**config.mk**
```make
export PLATFORM = sky130hd
export DESIGN_NAME = uart_rx_fifo_m
export DESIGN_NICKNAME = d
export VERILOG_FILES = /design/src/rtl/uart_pkg.sv /design/src/rtl/uart_fifo2_m.sv /design/src/rtl/uart_rx_fifo_m.sv
export SDC_FILE = /design/constraint.sdc
export NUM_CORES = 1
export LEC_CHECK = 0
export BUFFER_PORTS_ARGS = -buffer_cell sky130_fd_sc_hd__buf_2
export CORE_ASPECT_RATIO = 0.9
export CORE_MARGIN = 2
export CORE_UTILIZATION = 29
export DETAILED_ROUTE_END_ITERATION = 6
export SLEW_MARGIN = 25
export SYNTH_ARGS = -nofsm -noshare
export SYNTH_HDL_FRONTEND = slang
export SYNTH_SLANG_ARGS = --single-unit
```
**constraint.sdc**
```tcl
create_clock -name clk -period 2.65 [get_ports clk]
set_input_delay 0.265 -clock clk [delete_from_list [all_inputs] [get_ports clk]]
set_output_delay 0.265 -clock clk [all_outputs]
set_load 0.01 [all_outputs]
```
**src/rtl/uart_pkg.sv**
```systemverilog
// ---------------------------------------------------------------------------
// uart_pkg
// Shared UART definitions used by both the receiver and the transmitter:
// the receive FSM state encoding, the oversampling constants and a small
// majority-vote helper.
// ---------------------------------------------------------------------------
package uart_pkg;

   // Receiver state machine states
   typedef enum logic [2:0] {
      IDLE  = 3'd0,
      START = 3'd1,
      DATA  = 3'd2,
      STOP  = 3'd3,
      BREAK = 3'd4
   } uartState_t;

   // Oversampling: one bit period is this many bitx8ce ticks
   localparam int TICKS_PER_BIT = 8;

   // Tick on which the bit decision is made (majority of ticks 3,4,5)
   localparam logic [2:0] SAMPLE_TICK = 3'd5;

   // Derived tick positions used by the receiver
   localparam logic [2:0] FIRST_SAMPLE_TICK = SAMPLE_TICK - 3'd2;
   localparam logic [2:0] MID_SAMPLE_TICK   = SAMPLE_TICK - 3'd1;
   localparam logic [2:0] LAST_TICK         = 3'(TICKS_PER_BIT - 1);

   // Two-out-of-three vote used to reject single-tick noise on the line
   function automatic logic majority3(input logic a, input logic b, input logic c);
      return (a & b) | (a & c) | (b & c);
   endfunction

endpackage

```
**src/rtl/uart_fifo2_m.sv**
```systemverilog
// ---------------------------------------------------------------------------
// uart_fifo2_m
// Two-entry FIFO holding received bytes. The head entry is always visible
// on rdata. A pop on an empty FIFO is ignored; a push on a full FIFO is
// accepted only when a pop happens on the same edge.
//
// Ports
//   clk     system clock
//   resetn  synchronous active-low reset (empties the FIFO, clears storage)
//   wdata   byte to write
//   push    write request
//   pop     read request (ignored when empty)
//   rdata   byte at the FIFO head
//   full    two entries held
//   empty   no entries held
// ---------------------------------------------------------------------------
module uart_fifo2_m
   import uart_pkg::*;
#(
   parameter int WIDTH = 8
) (
   input  logic             clk,
   input  logic             resetn,
   input  logic [WIDTH-1:0] wdata,
   input  logic             push,
   input  logic             pop,
   output logic [WIDTH-1:0] rdata,
   output logic             full,
   output logic             empty
);

   logic [WIDTH-1:0] mem [2];
   logic             wrPtr;
   logic             rdPtr;
   logic [1:0]       count;
   logic             doPush;
   logic             doPop;

   assign empty = (count == 2'd0);
   assign full  = (count == 2'd2);
   assign rdata = mem[rdPtr];

   // Qualify the requests. When full, a simultaneous pop frees the slot the
   // write pointer points at, so the push can still be accepted.
   always_comb begin
      doPop  = pop & ~empty;
      doPush = push & (~full | doPop);
   end

   // Storage, one-bit pointers that wrap naturally, and the occupancy count.
   // A simultaneous push and pop leaves the count unchanged.
   always_ff @(posedge clk) begin
      if (!resetn) begin
         for (int i = 0; i < 2; i++) begin
            mem[i] <= '0;
         end
         wrPtr <= 1'b0;
         rdPtr <= 1'b0;
         count <= 2'd0;
      end else begin
         if (doPush) begin
            mem[wrPtr] <= wdata;
            wrPtr      <= ~wrPtr;
         end
         if (doPop) begin
            rdPtr <= ~rdPtr;
         end
         case ({doPush, doPop})
            2'b10:   count <= count + 2'd1;
            2'b01:   count <= count - 2'd1;
            default: count <= count;
         endcase
      end
   end

endmodule

```
**src/rtl/uart_rx_fifo_m.sv**
```systemverilog
// ---------------------------------------------------------------------------
// uart_rx_fifo_m
// 8N1 UART receiver with 8x oversampling and a two-entry receive FIFO.
// The serial line is synchronised, optionally inverted, then decoded by a
// small FSM that votes each bit over ticks 3,4,5 of its bit period.
//
// Ports
//   clk      system clock
//   resetn   synchronous active-low reset
//   bitx8ce  one-clk enable at 8x the bit rate
//   rxpin    asynchronous serial input
//   rd       pop request (honoured only when rxvalid=1)
//   clrerr   clears the sticky error flags
//   q        byte at FIFO head
//   rxvalid  FIFO not empty
//   ferr     sticky framing error
//   ovf      sticky overrun (byte dropped because the FIFO was full)
// ---------------------------------------------------------------------------
module uart_rx_fifo_m
   import uart_pkg::*;
#(
   parameter logic RXINVERT  = 1'b1,
   parameter logic STOPCHECK = 1'b1
) (
   input  logic       clk,
   input  logic       resetn,
   input  logic       bitx8ce,
   input  logic       rxpin,
   input  logic       rd,
   input  logic       clrerr,
   output logic [7:0] q,
   output logic       rxvalid,
   output logic       ferr,
   output logic       ovf
);

   // Idle level as seen at the pin, before inversion
   localparam logic PIN_IDLE = ~RXINVERT;

   logic       syncA;
   logic       syncB;
   logic       rxl;

   uartState_t state;
   uartState_t stateNext;
   logic [2:0] tick;
   logic [2:0] tickNext;
   logic [2:0] bitIdx;
   logic [2:0] bitIdxNext;
   logic [7:0] shiftReg;
   logic [7:0] shiftNext;
   logic       samp3;
   logic       samp3Next;
   logic       samp4;
   logic       samp4Next;
   logic       bitVote;
   logic       pushNow;
   logic       pushPend;
   logic       frameErr;
   logic       fifoFull;
   logic       fifoEmpty;
   logic       ovfEvent;

   // Two-flop synchroniser for the asynchronous pin. Both flops start at
   // the idle level so that reset never looks like a start bit.
   always_ff @(posedge clk) begin
      if (!resetn) begin
         syncA <= PIN_IDLE;
         syncB <= PIN_IDLE;
      end else begin
         syncA <= rxpin;
         syncB <= syncA;
      end
   end

   // Logical line level, idle high regardless of pad polarity
   assign rxl = syncB ^ RXINVERT;

   // Next-state logic. Everything advances only on bitx8ce. Ticks 3 and 4
   // are captured into samp3/samp4; at tick 5 the live line value completes
   // the vote. The tick counter is 3 bits so it wraps from 7 to 0 at the
   // end of each bit period on its own.
   always_comb begin
      stateNext  = state;
      tickNext   = tick;
      bitIdxNext = bitIdx;
      shiftNext  = shiftReg;
      samp3Next  = samp3;
      samp4Next  = samp4;
      pushNow    = 1'b0;
      frameErr   = 1'b0;
      bitVote    = majority3(samp3, samp4, rxl);

      if (bitx8ce) begin
         if (state inside {START, DATA, STOP}) begin
            tickNext = tick + 3'd1;
            if (tick == FIRST_SAMPLE_TICK) begin
               samp3Next = rxl;
            end
            if (tick == MID_SAMPLE_TICK) begin
               samp4Next = rxl;
            end
         end

         case (state)
            IDLE: begin
               if (!rxl) begin
                  stateNext = START;
                  tickNext  = 3'd0;
               end
            end
            START: begin
               if (tick == SAMPLE_TICK && bitVote) begin
                  stateNext = IDLE;
               end else if (tick == LAST_TICK) begin
                  stateNext  = DATA;
                  bitIdxNext = 3'd0;
               end
            end
            DATA: begin
               if (tick == SAMPLE_TICK) begin
                  shiftNext = {bitVote, shiftReg[7:1]};
               end
               if (tick == LAST_TICK) begin
                  if (bitIdx == 3'd7) begin
                     stateNext = STOP;
                  end else begin
                     bitIdxNext = bitIdx + 3'd1;
                  end
               end
            end
            STOP: begin
               if (tick == SAMPLE_TICK) begin
                  if (bitVote || !STOPCHECK) begin
                     pushNow   = 1'b1;
                     stateNext = IDLE;
                  end else begin
                     frameErr  = 1'b1;
                     stateNext = BREAK;
                  end
               end
            end
            BREAK: begin
               if (rxl) begin
                  stateNext = IDLE;
               end
            end
            default: stateNext = IDLE;
         endcase
      end
   end

   // FSM registers. The push request is registered so the byte reaches the
   // FIFO one clock after the stop-bit decision; shiftReg is stable then.
   always_ff @(posedge clk) begin
      if (!resetn) begin
         state    <= IDLE;
         tick     <= 3'd0;
         bitIdx   <= 3'd0;
         shiftReg <= 8'h00;
         samp3    <= 1'b1;
         samp4    <= 1'b1;
         pushPend <= 1'b0;
      end else begin
         state    <= stateNext;
         tick     <= tickNext;
         bitIdx   <= bitIdxNext;
         shiftReg <= shiftNext;
         samp3    <= samp3Next;
         samp4    <= samp4Next;
         pushPend <= pushNow;
      end
   end

   uart_fifo2_m #(
      .WIDTH (8)
   ) u_fifo (
      .clk    (clk),
      .resetn (resetn),
      .wdata  (shiftReg),
      .push   (pushPend),
      .pop    (rd),
      .rdata  (q),
      .full   (fifoFull),
      .empty  (fifoEmpty)
   );

   assign rxvalid = ~fifoEmpty;

   // A push into a full FIFO is lost unless a pop frees space on the same
   // edge (rd with a full FIFO is always a real pop).
   assign ovfEvent = pushPend & fifoFull & ~rd;

   // Sticky error flags. A new error on the same edge as clrerr wins.
   always_ff @(posedge clk) begin
      if (!resetn) begin
         ferr <= 1'b0;
         ovf  <= 1'b0;
      end else begin
         if (frameErr) begin
            ferr <= 1'b1;
         end else if (clrerr) begin
            ferr <= 1'b0;
         end
         if (ovfEvent) begin
            ovf <= 1'b1;
         end else if (clrerr) begin
            ovf <= 1'b0;
         end
      end
   end

endmodule

```
Word-level counts from Yosys, hierarchy flattened
Memory sizes are Yosys's and may differ from the RTL's. A register that Yosys moved wholly into a read port is not among the register bits.
Cells that the tools add are included.
{"block": "word_totals", "ff_bits": 28, "latch_bits": 0, "mem_bits_rw": 16, "romBits": 0, "input_bits": 6, "out_inout_bits": 11, "word_cells": 106, "mem_count": 1}
{"memory": "u_fifo.mem", "depth": 2, "width": 8, "read_ports": 1, "rd_ports_with_merged_regs": 1, "wr": 2, "line_no": "uart_fifo2_m.sv:32", "source": "logic [WIDTH-1:0] mem [2];"}
{"block": "op_classes", "addsub": 4, "multipliers": 0, "div_mod_pow": 0, "magnitude_cmp": 0, "eq_ne": 21, "shifts": 0, "mux": 35, "n_bitwise": 16, "reduce_logical": 15}
{"cell": "$mux 3", "n": 15}
{"cell": "$mux 1", "n": 16}
{"cell": "$eq 3x3->1 const B", "n": 5}
{"cell": "$pmux 3 s5", "n": 1}
{"cell": "$eq 3x2->1 const B", "n": 3}
{"cell": "$reduce_and 3->1", "n": 3}
{"cell": "$mux 8", "n": 1}
{"cell": "$ne 2x1->1 const B", "n": 4}
{"cell": "$ne 2x2->1 const B", "n": 4}
{"cell": "$reduce_bool 2->1", "n": 4}
{"cell": "$reduce_or 8->1", "n": 1}
{"cell": "$and 1x1->1", "n": 7}
{"cell": "$reduce_and 7->1", "n": 1}
{"cell": "$add 3x1->3 const B", "n": 2}
{"cell": "$not 1->1", "n": 6}
{"cell": "$pmux 3 s2", "n": 1}
{"cell": "$reduce_and 6->1", "n": 1}
{"cell": "$eq 2x2->1 const B", "n": 2}
{"cell": "$pmux 2 s2", "n": 1}
{"cell": "$reduce_and 4->1", "n": 1}
{"cell": "$eq 3x1->1 const B", "n": 1}
{"cell": "$logic_not 3->1", "n": 1}
{"cell": "$ne 3x1->1 const B", "n": 1}
{"cell": "$or 1x1->1", "n": 3}
{"cell": "other kinds (6)", "n": 6}

Depth between registers and ports, before layout
{"block": "logic_depth", "ltp_word": 10, "mapped_depth": 7, "ltp_nobuf": 7}

Modules after synthesis
From an unflattened synthesis, not the netlist that was laid out.
{"block": "unflattened", "cells_unflattened": 203, "hier_area_um2": 2113.3}
{"mod": "uart_rx_fifo_m", "instances": 1, "cells_each": 122, "area_per_inst_um2": 1164.9, "seq_area_each_um2": 480.5}
{"mod": "uart_fifo2_m", "instances": 1, "cells_each": 81, "area_per_inst_um2": 948.4, "seq_area_each_um2": 580.6}

Least setup slack after synthesis
No wires, ideal clock.
{"block": "synth_path", "path_type": "flip-flop to flip-flop", "from": "register u_fifo.count[0]", "to": "register u_fifo.count[1]", "setup_ns": 0.076, "arrival_time_ns": 1.657, "required_time_ns": 2.574, "path_slack_ns": 0.918, "path_stages_with_launch": 6, "n_path_buf": 0, "synth_period_minus_slack_ns": 1.732, "cell_sequence": "dfxtp_1 -> or2_2 -> and2_1 -> ha_1 -> or3_1 -> a21boi_0"}
{"block": "synth_between", "elab_chain_len": 7, "word_cells_on_any_way": 13, "classes_between": "2 x add/sub; 3 x eq/ne; 1 x mux; 5 x bitwise; 2 x reduce/logical"}
{"item": "start: declaration", "line_no": "uart_fifo2_m.sv:35", "source": "logic [1:0] count;"}
{"item": "start signal: assignment", "line_no": "uart_fifo2_m.sv:69", "source": "2'b10: count <= count + 2'd1;"}
{"item": "start signal: assignment", "line_no": "uart_fifo2_m.sv:70", "source": "2'b01: count <= count - 2'd1;"}
{"item": "start signal: assignment", "line_no": "uart_fifo2_m.sv:71", "source": "default: count <= count;"}
{"item": "$logic_not 2->1 (*)", "line_no": "uart_fifo2_m.sv:39", "source": "assign empty = (count == 2'd0);"}
{"item": "$not 1->1 (*)"}
{"item": "via rxvalid", "line_no": "uart_rx_fifo_m.sv:32", "source": "output logic rxvalid,"}
{"item": "$and 1x1->1 (*)", "line_no": "uart_fifo2_m.sv:46", "source": "doPop = pop & ~empty;"}
{"item": "via u_fifo.doPop", "line_no": "uart_fifo2_m.sv:37", "source": "logic doPop;"}
{"item": "$or 1x1->1", "line_no": "uart_fifo2_m.sv:47", "source": "doPush = push & (~full | doPop);"}
{"item": "$and 1x1->1", "line_no": "uart_fifo2_m.sv:47"}
{"item": "$eq 2x1->1 or $eq 2x2->1 (tied branches)", "line_no": "uart_fifo2_m.sv:68", "source": "case ({doPush, doPop})"}
{"item": "$pmux 2 s2 or $reduce_bool 2->1 (tied branches)"}
Mark *: on every way through the listed nets, which the timed path passes. The rest lies on a longest branch.
A chain may end at the register's enable or synchronous reset.

Final worst setup path
{"block": "layout_path", "from": "register u_fifo.count[0]", "to": "register u_fifo.count[1]"}
{"block": "layout_between", "elab_chain_len": 7, "word_cells_on_any_way": 13, "classes_between": "2 x add/sub; 3 x eq/ne; 1 x mux; 5 x bitwise; 2 x reduce/logical"}
{"item": "$logic_not 2->1", "line_no": "uart_fifo2_m.sv:39"}
{"item": "$not 1->1", "line_no": "uart_fifo2_m.sv:46"}
{"item": "$and 1x1->1", "line_no": "uart_fifo2_m.sv:46"}
{"item": "$or 1x1->1", "line_no": "uart_fifo2_m.sv:47"}
{"item": "$and 1x1->1", "line_no": "uart_fifo2_m.sv:47"}
{"item": "$eq 2x1->1 or $eq 2x2->1 (tied branches)", "line_no": "uart_fifo2_m.sv:68"}
{"item": "$pmux 2 s2 or $reduce_bool 2->1 (tied branches)"}
Several ways; a longest one is shown, not always the timed one.

==> flow_summary.yaml <==
route:
  first_pass_iters: 4
  totalWireLength_um: 3520
  via_per_inst: 4.37
  drt_iter0_markers: 44
  wire_per_inst_um: 11.7
  drc: 0
  num_vias: 1316
  ant_nets: 0
final_layout:
  nFillCells: 735
  final_nets: 221
  final_cell_area_um2: 2360
  seq_area_um2: 1060
  drive_gt1_share_pct: 23.1
  multiInputGateArea_um2: 965
  areaGrowthSynthToFinish_pct: 11.9
  antenna-diode-count: 0
synth:
  synth_edf_count: 16
  synthSimpleGateAreaFrac_pct: 22.0
  synth_top_cell_by_area: "dfxtp_1"
  postSynthAreaPerCell_um2: 11.1
  yosysMostFrequentCell: "dfxtp_1"
  synthesis.nets: 204
  yosys_warnings: 0
  ys_ff_latch: 45
  synth_cell_types: 42
  synthMuxAreaShare_pct: 10.4
  synthFlopType: "dfxtp_1"
  synth_top_area_share_pct: 27.5
  synth.top_cells.by_count: "dfxtp_1, and2_1, edfxtp_1"
  synth_fa_ha_area_share_pct: 5.27
  synth_compound_area_share_pct: 5.45
  syn_area_um2: 2110
  synthTopCellsByArea: "dfxtp_1, edfxtp_1, and2_1"
  synth_xor_area_share_pct: 2.49
  ys_seq_area_share_pct: 50.2
  async_reset_ff_share_pct: 0
  postSynthCellCount: 190
  synth_top_family_by_area: "simple AND/OR/NAND/NOR gates"
cts:
  clk_pin_slew_ns: 0.09
  cts_buffers: 5
  cts_sinks: 45
  htree_levels: 2
  post_cts_resized: 0
  postCtsSetupBuffers: 0
  holdBufCountCts: 0
  tritoncts: "yes"
  cts.path.max_buffers: 2
  root_buffer: "clkbuf_8"
  insertion_delay_ns: 0.30
worst_setup_path:
  reg2reg_from: "u_fifo.count[0]$_SDFFE_PN0P_"
  cp.required_ns: 2.88
  max_stage_delay_ns: 0.37
  path_cells: "nor3b_1, nand2b_1, ha_1, or3_1, a21boi_0"
  rr_worst_depth: 5
  reg2reg_slack_ns: 0.88
  crit_slowest_cell: "or3_1"
  reg2reg_to: "u_fifo.count[1]$_SDFFE_PN0P_"
  crit_buf_inv: 0
  crit_family: "simple AND/OR/NAND/NOR gates"
  worstSetupPathDepth: 5
  critPathMaxFanout: 4
  cp-end-kind: "flop"
  startpoint_type: "flop"
  arrival_ns: 2.00
  critPathKind: "reg2reg"
place:
  place_area_um2: 2270
  gp_congestion: 0.709
  dp_hpwl_um: 2500
  portBuffers: 16
  post-place-ws_ns: 0.866
grt:
  track_usage_pct: 9.66
  grt_max_degree: 37
  antenna_found_initial: 0
  grt_pass1_vias: 1272
  grt_pass1_wl_um: 6090
  grt_overflow: 0
power:
  power.leakage_nw: 0.861
  max-vdd-ir-drop_uv: 230
  power_density_nw_per_um2: 523
hold_path:
  hold_end: "syncA$_SDFF_PN0_"
  min_path_type: "in2reg"
  min_from: "rxpin"
  min_path_cells: 2
floorplanning:
  fp.coreArea_um2: 7040
  chipWidth_um: 94.0
  initial_utilization_pct: 30.0
  io_pins: 17
  std_cell_rows: 29
  die-area_um2: 7990
  chipHeight_um: 85.0
sta:
  rsz0062_at_grt: "false"
  clock_skew_ns: 0.00940
  setup_viol: 0
  finalHoldViolCount: 0
  tns_ns: 0
  slew_headroom_pct: 60.7
  worst_pin_slew_ns: 0.582
  period_share_pct: 66.8
  drv_slew: 0
  layout_min_cycle_time_ns: 1.77
  fmax_mhz: 565
  setup_ws_ns: 0.881
run:
  maxCapViolations: 0
outcome:
  status: "finished clean"
worst register-to-register path, cell delays in order (launching register included):
cell and delay [ns]:
dfxtp_1 0.36, nor3b_1 0.29, nand2b_1 0.24, ha_1 0.29, or3_1 0.37, a21boi_0 0.15
per-stage QoR:
stage	hold slack [ns]	power [mW]	std cells	util, %
floorplan	0.359	0.795	190	-
global placement	0.414	0.812	293	32.3
detailed placement	0.419	0.814	293	32.3
CTS	0.169	1.26	301	33.6
global route	0.185	1.30	301	33.6
finish	0.178	1.24	301	33.6
state kept, by name (all words and copies together), names as in the netlist, named ones only:
register	flops
samp3	1
state	3
ferr	1
u_fifo.count	2
u_fifo.mem	16
samp4	1
shiftReg	8
u_fifo.rdPtr	1
syncB	1
ovf	1
tick	3
syncA	1
bitIdx	3
u_fifo.wrPtr	1
pushPend	1
placed cells by master (no fill, tap or decap), types with 3 or more instances in the layout:
cell type / Yosys / final
a21oi_1: 4 / 4
and2_1: 21 / 21
buf_2: 0 / 16
buf_4: 3 / 3
clkbuf_8: 0 / 5
dfxtp_1: 29 / 29
edfxtp_1: 16 / 16
ha_1: 8 / 8
inv_1: 7 / 7
mux2_2: 8 / 8
mux2i_1: 13 / 13
nand2_1: 14 / 14
nand3_1: 4 / 4
nor2_1: 4 / 4
nor2b_1: 12 / 12
nor3b_2: 3 / 3
o21ai_0: 4 / 4
xnor2_1: 6 / 6
how the worst max path moves through the flow:
stage | startpoint | to | slack [ns]
2_1_floorplan | u_fifo.count[0]$_SDFFE_PN0P_ | u_fifo.count[1]$_SDFFE_PN0P_ | 0.92
3_3_place_gp | rd | u_fifo.count[1]$_SDFFE_PN0P_ | 0.88
3_5_place_dp | rd | u_fifo.count[1]$_SDFFE_PN0P_ | 0.87
4_1_cts | u_fifo.count[0]$_SDFFE_PN0P_ | u_fifo.count[1]$_SDFFE_PN0P_ | 0.86
5_1_grt | u_fifo.count[1]$_SDFFE_PN0P_ | u_fifo.count[1]$_SDFFE_PN0P_ | 0.71
6_report | u_fifo.count[0]$_SDFFE_PN0P_ | u_fifo.count[1]$_SDFFE_PN0P_ | 0.88
logic make-up after synthesis:
group | after synthesis
adders and majority gates | 9
AOI/OAI and AO/OA | 17
buffers and inverters | 16
muxes | 21
DFF | 45
and+or+nand+nor | 76
xor gates and xnor gates | 6
power breakdown:
part | switching, mW | total [mW] | internal (mW)
registers | 0.00756 | 0.736 | 0.728
logic | 0.0347 | 0.0610 | 0.0263
clock network | 0.250 | 0.440 | 0.191
per-layer routing:
metal  GRT usage, %  share of wire [%]
met5              0                  0
met1           12.9                 51
met4           2.77               0.82
met2           15.0                 45
met3           3.20                3.1
area by class of cell:
type                    instances  area share (%)
clock buffers                   5            2.91
clock inverters                 3            1.06
inverters                       7            1.11
multi-input cells             129            40.8
flip-flops and latches         45            44.9
well taps                      93            4.92
repair buffers                 19            4.34
Power figures use the tool's default switching activity.
